File: config.mk
export PLATFORM = sky130hd
export DESIGN_NAME = alu_mdu_ctrl
export DESIGN_NICKNAME = d
export VERILOG_FILES = /design/src/rtl/mdu_pkg.sv /design/src/rtl/mdu_div_iter.sv /design/src/rtl/alu_mdu_ctrl.sv
export SDC_FILE = /design/constraint.sdc
export NUM_CORES = 1
export LEC_CHECK = 0
export ABC_AREA = 1
export BUFFER_PORTS_ARGS = -buffer_cell sky130_fd_sc_hd__buf_4
export CORE_MARGIN = 8
export CORE_UTILIZATION = 40
export DETAILED_ROUTE_END_ITERATION = 10
export PLACE_DENSITY = 0.57
export SETUP_SLACK_MARGIN = 0.1
export SYNTH_ARGS = -nofsm -noshare
export SYNTH_HDL_FRONTEND = slang
export SYNTH_SLANG_ARGS = --single-unit
File: constraint.sdc
create_clock -name clk -period 3.2 [get_ports clk]
set_input_delay 0.32 -clock clk [delete_from_list [all_inputs] [get_ports clk]]
set_output_delay 0.32 -clock clk [all_outputs]
set_load 0.01 [all_outputs]
File: src/rtl/mdu_pkg.sv
`default_nettype none
// +----------------------------------------------------------------------------+
// | Package     : mdu_pkg                                                      |
// | Description : Shared definitions for the multiply/divide sequencer:        |
// |               operation encodings, FSM state type, default datapath width  |
// |               and iteration-counter width.                                 |
// | Revision    : 1.0 - initial release                                        |
// +----------------------------------------------------------------------------+
package mdu_pkg;

    localparam int MDU_DATA_W = 32;
    localparam int MDU_CNT_W  = $clog2(MDU_DATA_W);

    // mdu_op encodings; 3'b11x is a no-op
    localparam logic [2:0] MDU_MULT  = 3'b000;
    localparam logic [2:0] MDU_MULTU = 3'b001;
    localparam logic [2:0] MDU_DIV   = 3'b010;
    localparam logic [2:0] MDU_DIVU  = 3'b011;
    localparam logic [2:0] MDU_MTHI  = 3'b100;
    localparam logic [2:0] MDU_MTLO  = 3'b101;

    typedef enum logic [1:0] {
        IDLE = 2'd0,
        CALC = 2'd1,
        FIX  = 2'd2,
        DONE = 2'd3
    } mdu_state_t;

    // Signed variants operate on magnitudes and correct the sign afterwards.
    function automatic logic mdu_op_is_signed(input logic [2:0] op);
        return (op == MDU_MULT) || (op == MDU_DIV);
    endfunction

endpackage
`default_nettype wire

File: src/rtl/mdu_div_iter.sv
`default_nettype none
// +----------------------------------------------------------------------------+
// | Module      : mdu_div_iter                                                 |
// | Description : One restoring-divide step. Shifts the next dividend bit into |
// |               the partial remainder, trial-subtracts the divisor over      |
// |               DATA_W+1 bits and produces the next remainder/quotient.      |
// |               Only compiled when MDU_DIV_EN is defined.                    |
// | Ports       : i_rem     - partial remainder                                |
// |               i_quo     - dividend bits still to shift / quotient so far   |
// |               i_divisor - divisor magnitude                                |
// |               o_rem     - next partial remainder                           |
// |               o_quo     - next quotient/dividend shift register            |
// | Revision    : 1.0 - initial release                                        |
// +----------------------------------------------------------------------------+
`ifdef MDU_DIV_EN
module mdu_div_iter #(
    parameter int DATA_W = 32
) (
    input  logic [DATA_W-1:0] i_rem,
    input  logic [DATA_W-1:0] i_quo,
    input  logic [DATA_W-1:0] i_divisor,
    output logic [DATA_W-1:0] o_rem,
    output logic [DATA_W-1:0] o_quo
);

    logic [DATA_W:0] w_shifted;
    logic [DATA_W:0] w_trial;
    logic            w_borrow;

    assign w_shifted = {i_rem, i_quo[DATA_W-1]};
    assign w_trial   = w_shifted - {1'b0, i_divisor};
    // The partial remainder is always below the divisor, so the shifted value
    // is below 2*divisor: the top bit of the 33-bit difference is exactly the
    // borrow. With a zero divisor the result is discarded later anyway.
    assign w_borrow  = w_trial[DATA_W];

    always_comb begin
        o_rem = w_trial[DATA_W-1:0];
        o_quo = {i_quo[DATA_W-2:0], 1'b1};
        if (w_borrow) begin
            o_rem = w_shifted[DATA_W-1:0];
            o_quo = {i_quo[DATA_W-2:0], 1'b0};
        end
    end

endmodule
`endif
`default_nettype wire

File: src/rtl/alu_mdu_ctrl.sv
`default_nettype none
// +----------------------------------------------------------------------------+
// | Module      : alu_mdu_ctrl                                                 |
// | Description : Multi-cycle multiply/divide sequencer owning HI/LO. Runs a   |
// |               shift-add multiplier or restoring divider for DATA_W cycles, |
// |               fixes signs, writes HI/LO and pulses done. Stalls the        |
// |               pipeline while busy; cancel flushes an in-flight operation.  |
// |               Divider present only when MDU_DIV_EN is defined; otherwise   |
// |               DIV/DIVU behave as no-ops.                                   |
// | Ports       : clk, rst (sync, active-high)                                 |
// |               mdu_start, mdu_op, mdu_in_a, mdu_in_b, mdu_cancel  (in)      |
// |               mdu_busy, mdu_stall, mdu_done, mdu_out_hi, mdu_out_lo (out)  |
// | Revision    : 1.0 - initial release                                        |
// +----------------------------------------------------------------------------+
module alu_mdu_ctrl
    import mdu_pkg::*;
#(
    parameter int DATA_W = MDU_DATA_W
) (
    input  logic              clk,
    input  logic              rst,
    input  logic              mdu_start,
    input  logic [2:0]        mdu_op,
    input  logic [DATA_W-1:0] mdu_in_a,
    input  logic [DATA_W-1:0] mdu_in_b,
    input  logic              mdu_cancel,
    output logic              mdu_busy,
    output logic              mdu_stall,
    output logic              mdu_done,
    output logic [DATA_W-1:0] mdu_out_hi,
    output logic [DATA_W-1:0] mdu_out_lo
);

    localparam int               CNT_W    = $clog2(DATA_W);
    localparam logic [CNT_W-1:0] LAST_CNT = CNT_W'(DATA_W - 1);

    mdu_state_t          r_state;
    logic [CNT_W-1:0]    r_count;
    logic [2*DATA_W-1:0] r_acc;      // mul: {partial, multiplier}; div: {rem, quo}
    logic [DATA_W-1:0]   r_m;        // multiplicand (mul) or divisor (div) magnitude
    logic [DATA_W-1:0]   r_a_raw;    // original rs, returned in HI on divide by zero
    logic [DATA_W-1:0]   r_hi;
    logic [DATA_W-1:0]   r_lo;
    logic                r_is_div;
    logic                r_neg_res;
    logic                r_neg_rem;
    logic                r_div0;
    logic                r_busy;
    logic                r_done;

    logic                w_is_div_op;
    logic                w_is_muldiv;
    logic                w_signed_op;
    logic [DATA_W-1:0]   w_mag_a;
    logic [DATA_W-1:0]   w_mag_b;
    logic [DATA_W:0]     w_mul_sum;
    logic [2*DATA_W-1:0] w_mul_next;
    logic [2*DATA_W-1:0] w_div_next;
    logic [2*DATA_W-1:0] w_acc_next;
    logic [2*DATA_W-1:0] w_prod_fix;
    logic [DATA_W-1:0]   w_quo_fix;
    logic [DATA_W-1:0]   w_rem_fix;

`ifdef MDU_DIV_EN
    logic [DATA_W-1:0] w_div_rem;
    logic [DATA_W-1:0] w_div_quo;

    mdu_div_iter #(
        .DATA_W (DATA_W)
    ) u_div_iter (
        .i_rem     (r_acc[2*DATA_W-1:DATA_W]),
        .i_quo     (r_acc[DATA_W-1:0]),
        .i_divisor (r_m),
        .o_rem     (w_div_rem),
        .o_quo     (w_div_quo)
    );

    assign w_div_next  = {w_div_rem, w_div_quo};
    assign w_is_div_op = (mdu_op == MDU_DIV) || (mdu_op == MDU_DIVU);
`else
    assign w_div_next  = r_acc;
    assign w_is_div_op = 1'b0;
`endif

    assign w_is_muldiv = (mdu_op == MDU_MULT) || (mdu_op == MDU_MULTU) || w_is_div_op;
    assign w_signed_op = mdu_op_is_signed(mdu_op);
    assign w_mag_a     = (w_signed_op && mdu_in_a[DATA_W-1]) ? -mdu_in_a : mdu_in_a;
    assign w_mag_b     = (w_signed_op && mdu_in_b[DATA_W-1]) ? -mdu_in_b : mdu_in_b;

    // Shift-add step: add multiplicand into the upper half when the current
    // multiplier bit is set, then shift the whole 65-bit value right by one.
    assign w_mul_sum  = {1'b0, r_acc[2*DATA_W-1:DATA_W]} + (r_acc[0] ? {1'b0, r_m} : '0);
    assign w_mul_next = {w_mul_sum, r_acc[DATA_W-1:1]};
    assign w_acc_next = r_is_div ? w_div_next : w_mul_next;

    assign w_prod_fix = r_neg_res ? -r_acc : r_acc;
    assign w_quo_fix  = r_neg_res ? -r_acc[DATA_W-1:0] : r_acc[DATA_W-1:0];
    assign w_rem_fix  = r_neg_rem ? -r_acc[2*DATA_W-1:DATA_W] : r_acc[2*DATA_W-1:DATA_W];

    always_ff @(posedge clk) begin
        if (rst) begin
            r_state   <= IDLE;
            r_count   <= '0;
            r_acc     <= '0;
            r_m       <= '0;
            r_a_raw   <= '0;
            r_hi      <= '0;
            r_lo      <= '0;
            r_is_div  <= 1'b0;
            r_neg_res <= 1'b0;
            r_neg_rem <= 1'b0;
            r_div0    <= 1'b0;
            r_busy    <= 1'b0;
            r_done    <= 1'b0;
        end else begin
            r_done <= 1'b0;
            case (r_state)
                IDLE: begin
                    if (mdu_start) begin
                        if (w_is_muldiv) begin
                            r_is_div  <= w_is_div_op;
                            r_m       <= w_is_div_op ? w_mag_b : w_mag_a;
                            r_acc     <= {{DATA_W{1'b0}}, (w_is_div_op ? w_mag_a : w_mag_b)};
                            r_a_raw   <= mdu_in_a;
                            r_neg_res <= w_signed_op && (mdu_in_a[DATA_W-1] ^ mdu_in_b[DATA_W-1]);
                            r_neg_rem <= w_signed_op && mdu_in_a[DATA_W-1];
                            r_div0    <= w_is_div_op && (mdu_in_b == '0);
                            r_count   <= '0;
                            r_busy    <= 1'b1;
                            r_state   <= CALC;
                        end else if (mdu_op == MDU_MTHI) begin
                            r_hi <= mdu_in_a;
                        end else if (mdu_op == MDU_MTLO) begin
                            r_lo <= mdu_in_a;
                        end
                    end
                end
                CALC: begin
                    if (mdu_cancel) begin
                        r_busy  <= 1'b0;
                        r_state <= IDLE;
                    end else begin
                        r_acc   <= w_acc_next;
                        r_count <= r_count + 1'b1;
                        if (r_count == LAST_CNT) begin
                            r_state <= FIX;
                        end
                    end
                end
                FIX: begin
                    r_busy <= 1'b0;
                    if (mdu_cancel) begin
                        r_state <= IDLE;
                    end else begin
                        if (!r_is_div) begin
                            {r_hi, r_lo} <= w_prod_fix;
                        end else if (r_div0) begin
                            r_hi <= r_a_raw;
                            r_lo <= '1;
                        end else begin
                            r_hi <= w_rem_fix;
                            r_lo <= w_quo_fix;
                        end
                        r_done  <= 1'b1;
                        r_state <= DONE;
                    end
                end
                DONE: begin
                    r_state <= IDLE;
                end
                default: begin
                    r_busy  <= 1'b0;
                    r_state <= IDLE;
                end
            endcase
        end
    end

    assign mdu_busy   = r_busy;
    assign mdu_done   = r_done;
    assign mdu_out_hi = r_hi;
    assign mdu_out_lo = r_lo;
    assign mdu_stall  = r_busy || (mdu_start && (r_state == IDLE) && w_is_muldiv);

endmodule
`default_nettype wire

==> run_results.csv <==
group,metric,value,unit
cts,ctsResizeCount,0,
logic_synthesis,synth.top_cell.area_share,0.250,
setup_path,worst_setup_path_end_kind,"flip-flop",
global_route,grt_start_max_net_pins,104,
min_path,worstHoldEndpoint,"mdu_done",
drt,drt.antenna.violating_nets,0,
logic_synthesis,ys_async_sr_fraction,0,
cts,cts-buffers-inserted,17,
setup_path,worst_ep_required_time,3540,ps
setup_path,critPathMaxStageDelay,500,ps
final_layout,final-seq-area,3400,sq um
place,finalWeightedCongestion,0.997,
logic_synthesis,yosys_register_bits,170,
final_layout,multi_input_comb_area,8600,sq um
cts,ctsHtreeMaxLevel,4,
final_layout,share_of_layout_cells_above_drive_strength_1,0.0931,
drt,avgRoutedWirePerCell,18.9,um
cts,clock_sink_count,170,
final_layout,flow.area_growth_from_synthesis,14.6,%
floorplanning,io-pin-count,138,
setup_path,cp.arrival,2940,ps
cts,clk_transition_reported_paths,70,ps
cts,worstSkewPairLatency,450,ps
drt,dr_total_vias,15700,
cts,cts_tree,"built",
floorplanning,die_area,40200,sq um
setup_path,path_class,"reg2reg",
drt,drcViolationCount,0,
floorplanning,die_w,201,um
min_path,hold_class,"in2reg",
drt,drt_first_pass_iters,6,
place,i_o_buffers,137,
power,leakage,8.04,nW
timing,final-max-slew-violation-count,0,
power,vdd_ir_drop_max,0.401,mV
final_layout,finalNetCount,2624,
min_path,hp-start,"mdu_cancel",
logic_synthesis,dominantRegCellSynth,"dfxtp_1",
logic_synthesis,synthDistinctLibCells,39,
cts,cts_setup_buffers,0,
logic_synthesis,post_synth_design_cell_area,13600,sq um
global_route,first_global_vias,14800,
setup_path,worstSetupStartpointType,"flip-flop",
setup_path,worstReg2RegEnd,"mdu_out_hi[4]",
final_layout,fin_cells,2971,
final_layout,diodes,0,
logic_synthesis,synth.area.top_cells,"dfxtp_1 (25%), nand2_1 (18%), nor2_1 (10%), inv_1 (8.8%), nand3_1 (8.5%)",
setup_path,worst-r2r-cell-count,10,
floorplanning,coreArea,33500,sq um
run,number_of_max_cap_violations,0,
global_route,groute.usage.overall,0.268,
logic_synthesis,syn-num-nets,2532,
drt,drt_iter0_drc,1266,
timing,setup_ws,606,ps
global_route,grt-busiest-layer,"met2",
logic_synthesis,share_of_synthesized_area_occupied_by_flip_flops_and_latches,0.250,
setup_path,critical_path.n_buffers_inverters,3,
timing,setup-violations-final,0,
timing,final.period_utilization,0.811,
drt,via_per_inst,5.29,
global_route,grt_antenna_before_repair,1,
global_route,gr-usage-met3,0.0239,
drt,totalWireLength,56.1,mm
outcome,status,"complete, no violations",
global_route,grt_pass1_wl,85.3,mm
floorplanning,number_of_cell_rows,67,
global_route,met2_usage,0.467,
setup_path,worstPathMaxFanout,31,
setup_path,regToRegSetupSlack,610,ps
min_path,timing.hold.worst_path_depth,2,
timing,timing.final.hold_violations,0,
logic_synthesis,synth_largest_area_cell,"dfxtp_1",
logic_synthesis,netlist_top_cells_count,"nand2_1 (645), nor2_1 (364), inv_1 (318)",
power,powerDensity,462,nW/um^2
place,dp_cells,2940,
logic_synthesis,mean_syn_cell_area,5.63,sq um
logic_synthesis,ys.warnings.count,0,
global_route,globalRouteOverflowTotal,0,
logic_synthesis,cell_with_the_most_instances_after_synthesis,"nand2_1",
setup_path,reg2reg_from,"r_state[0]",
place,dp_hpwl,45.1,mm
timing,total_negative_slack_for_setup_checks,0,ps
place,post-place-ws,683,ps
timing,worst_rel_slew_slack,0.346,
logic_synthesis,synth_cells,2419,
cts,bufs_on_longest_clock_path,2,
setup_path,cells_traversed_along_the_worst_timing_path,"inv_1 > ha_1 > inv_1 > nor2_1 > a211oi_2 > nand2_1 > nor2_2 > inv_2 > a21oi_1 > a21oi_1",
timing,grt_setup_unrepaired,"false",
setup_path,cpLargestDelayFamily,"simple AND/OR/NAND/NOR gates",
timing,transition_time_of_the_tightest_slew_check_pin,981,ps
timing,timing.clock.skew,16.2,ps
global_route,globalRouteMet1Util,0.330,
setup_path,cpMaxStageDelayCell,"nor2_2",
final_layout,nFillCells,3726,
timing,period_minus_slack,2590,ps
floorplanning,start_util,0.406,
timing,maxClockFrequency,385,MHz
logic_synthesis,synth-edff-count,0,
floorplanning,die_h,201,um
cts,cts_root_buffer,"clkbuf_16",
cts,ctsHoldBuffers,0,
## placed cells by master, fill, tap and decap left out, types with 3 or more instances in the layout
cell type and instances:
o21ai_2 3, buf_4 161, nand3_2 3, xor2_1 30
inv_6 3, a21oi_1 208, o211ai_1 18, nand2_1 645
and2_1 3, nand4_1 32, nand3b_1 19, o21bai_1 4
ha_1 40, nand3_1 232, dfxtp_1 169, o21ai_0 110
inv_2 10, nor3_1 11, nor2_1 363, a31oi_1 7
or2_2 14, clkbuf_16 17, o21ai_1 68, inv_1 317
nor2_2 6
## cell type report
type,instances,area share
clock buffer,20,0.0292
clock inverter,11,0.00865
inverter,328,0.0788
multi-input combinational,1832,0.551
sequential,170,0.218
tap,448,0.0359
timing repair buffer,162,0.0787
## per-layer routing
layer	routed length, um	part of all wire	vias up
met1	23900	0.43	7269
li1	-	-	7923
met2	27200	0.48	452
met5	0	0	-
met4	2480	0.044	0
met3	2540	0.045	84
## per-stage QoR
step	power [W]	area (sq um)	utilization	hold slack, ps
5_1_grt	0.00760	15600	0.466	104
2_1_floorplan	0.00411	13600	-	399
4_1_cts	0.00721	15600	0.466	90.1
3_5_place_dp	0.00503	15000	0.448	465
3_3_place_gp	0.00502	15000	0.448	450
6_report	0.00721	15600	0.466	106
## cells by family after synthesis
group | Yosys count | synth area share
simple gates | 1332 | 0.407
compound gates | 427 | 0.165
xor+xnor | 31 | 0.0199
flops | 170 | 0.250
buf+inv | 417 | 0.120
fa+ha+maj | 42 | 0.0391
## sequential cells by signal, summed over array words and instances (netlist names)
register,flops
r_m,32
mdu_done,1
r_state,2
mdu_out_hi,32
r_acc,64
mdu_busy,1
mdu_out_lo,32
r_neg_res,1
r_count,5
## power breakdown
part           switching (W)  leakage (nW)  internal [W]
registers           0.000240          1.38       0.00236
logic                0.00161          6.37      0.000817
clock network       0.000988         0.285       0.00120
total                0.00283          8.04       0.00438
## worst max path at each step
stage          cells after the start             to  startpoint
6_report                          10  mdu_out_hi[4]  r_state[0]
4_1_cts                           16      r_acc[59]    r_acc[0]
3_5_place_dp                      16      r_acc[59]    r_acc[0]
5_1_grt                           10  mdu_out_hi[2]  r_state[0]
2_1_floorplan                     17      r_acc[47]    r_acc[0]
3_3_place_gp                      15      r_acc[58]    r_acc[0]
Power figures use the tool's default switching activity.
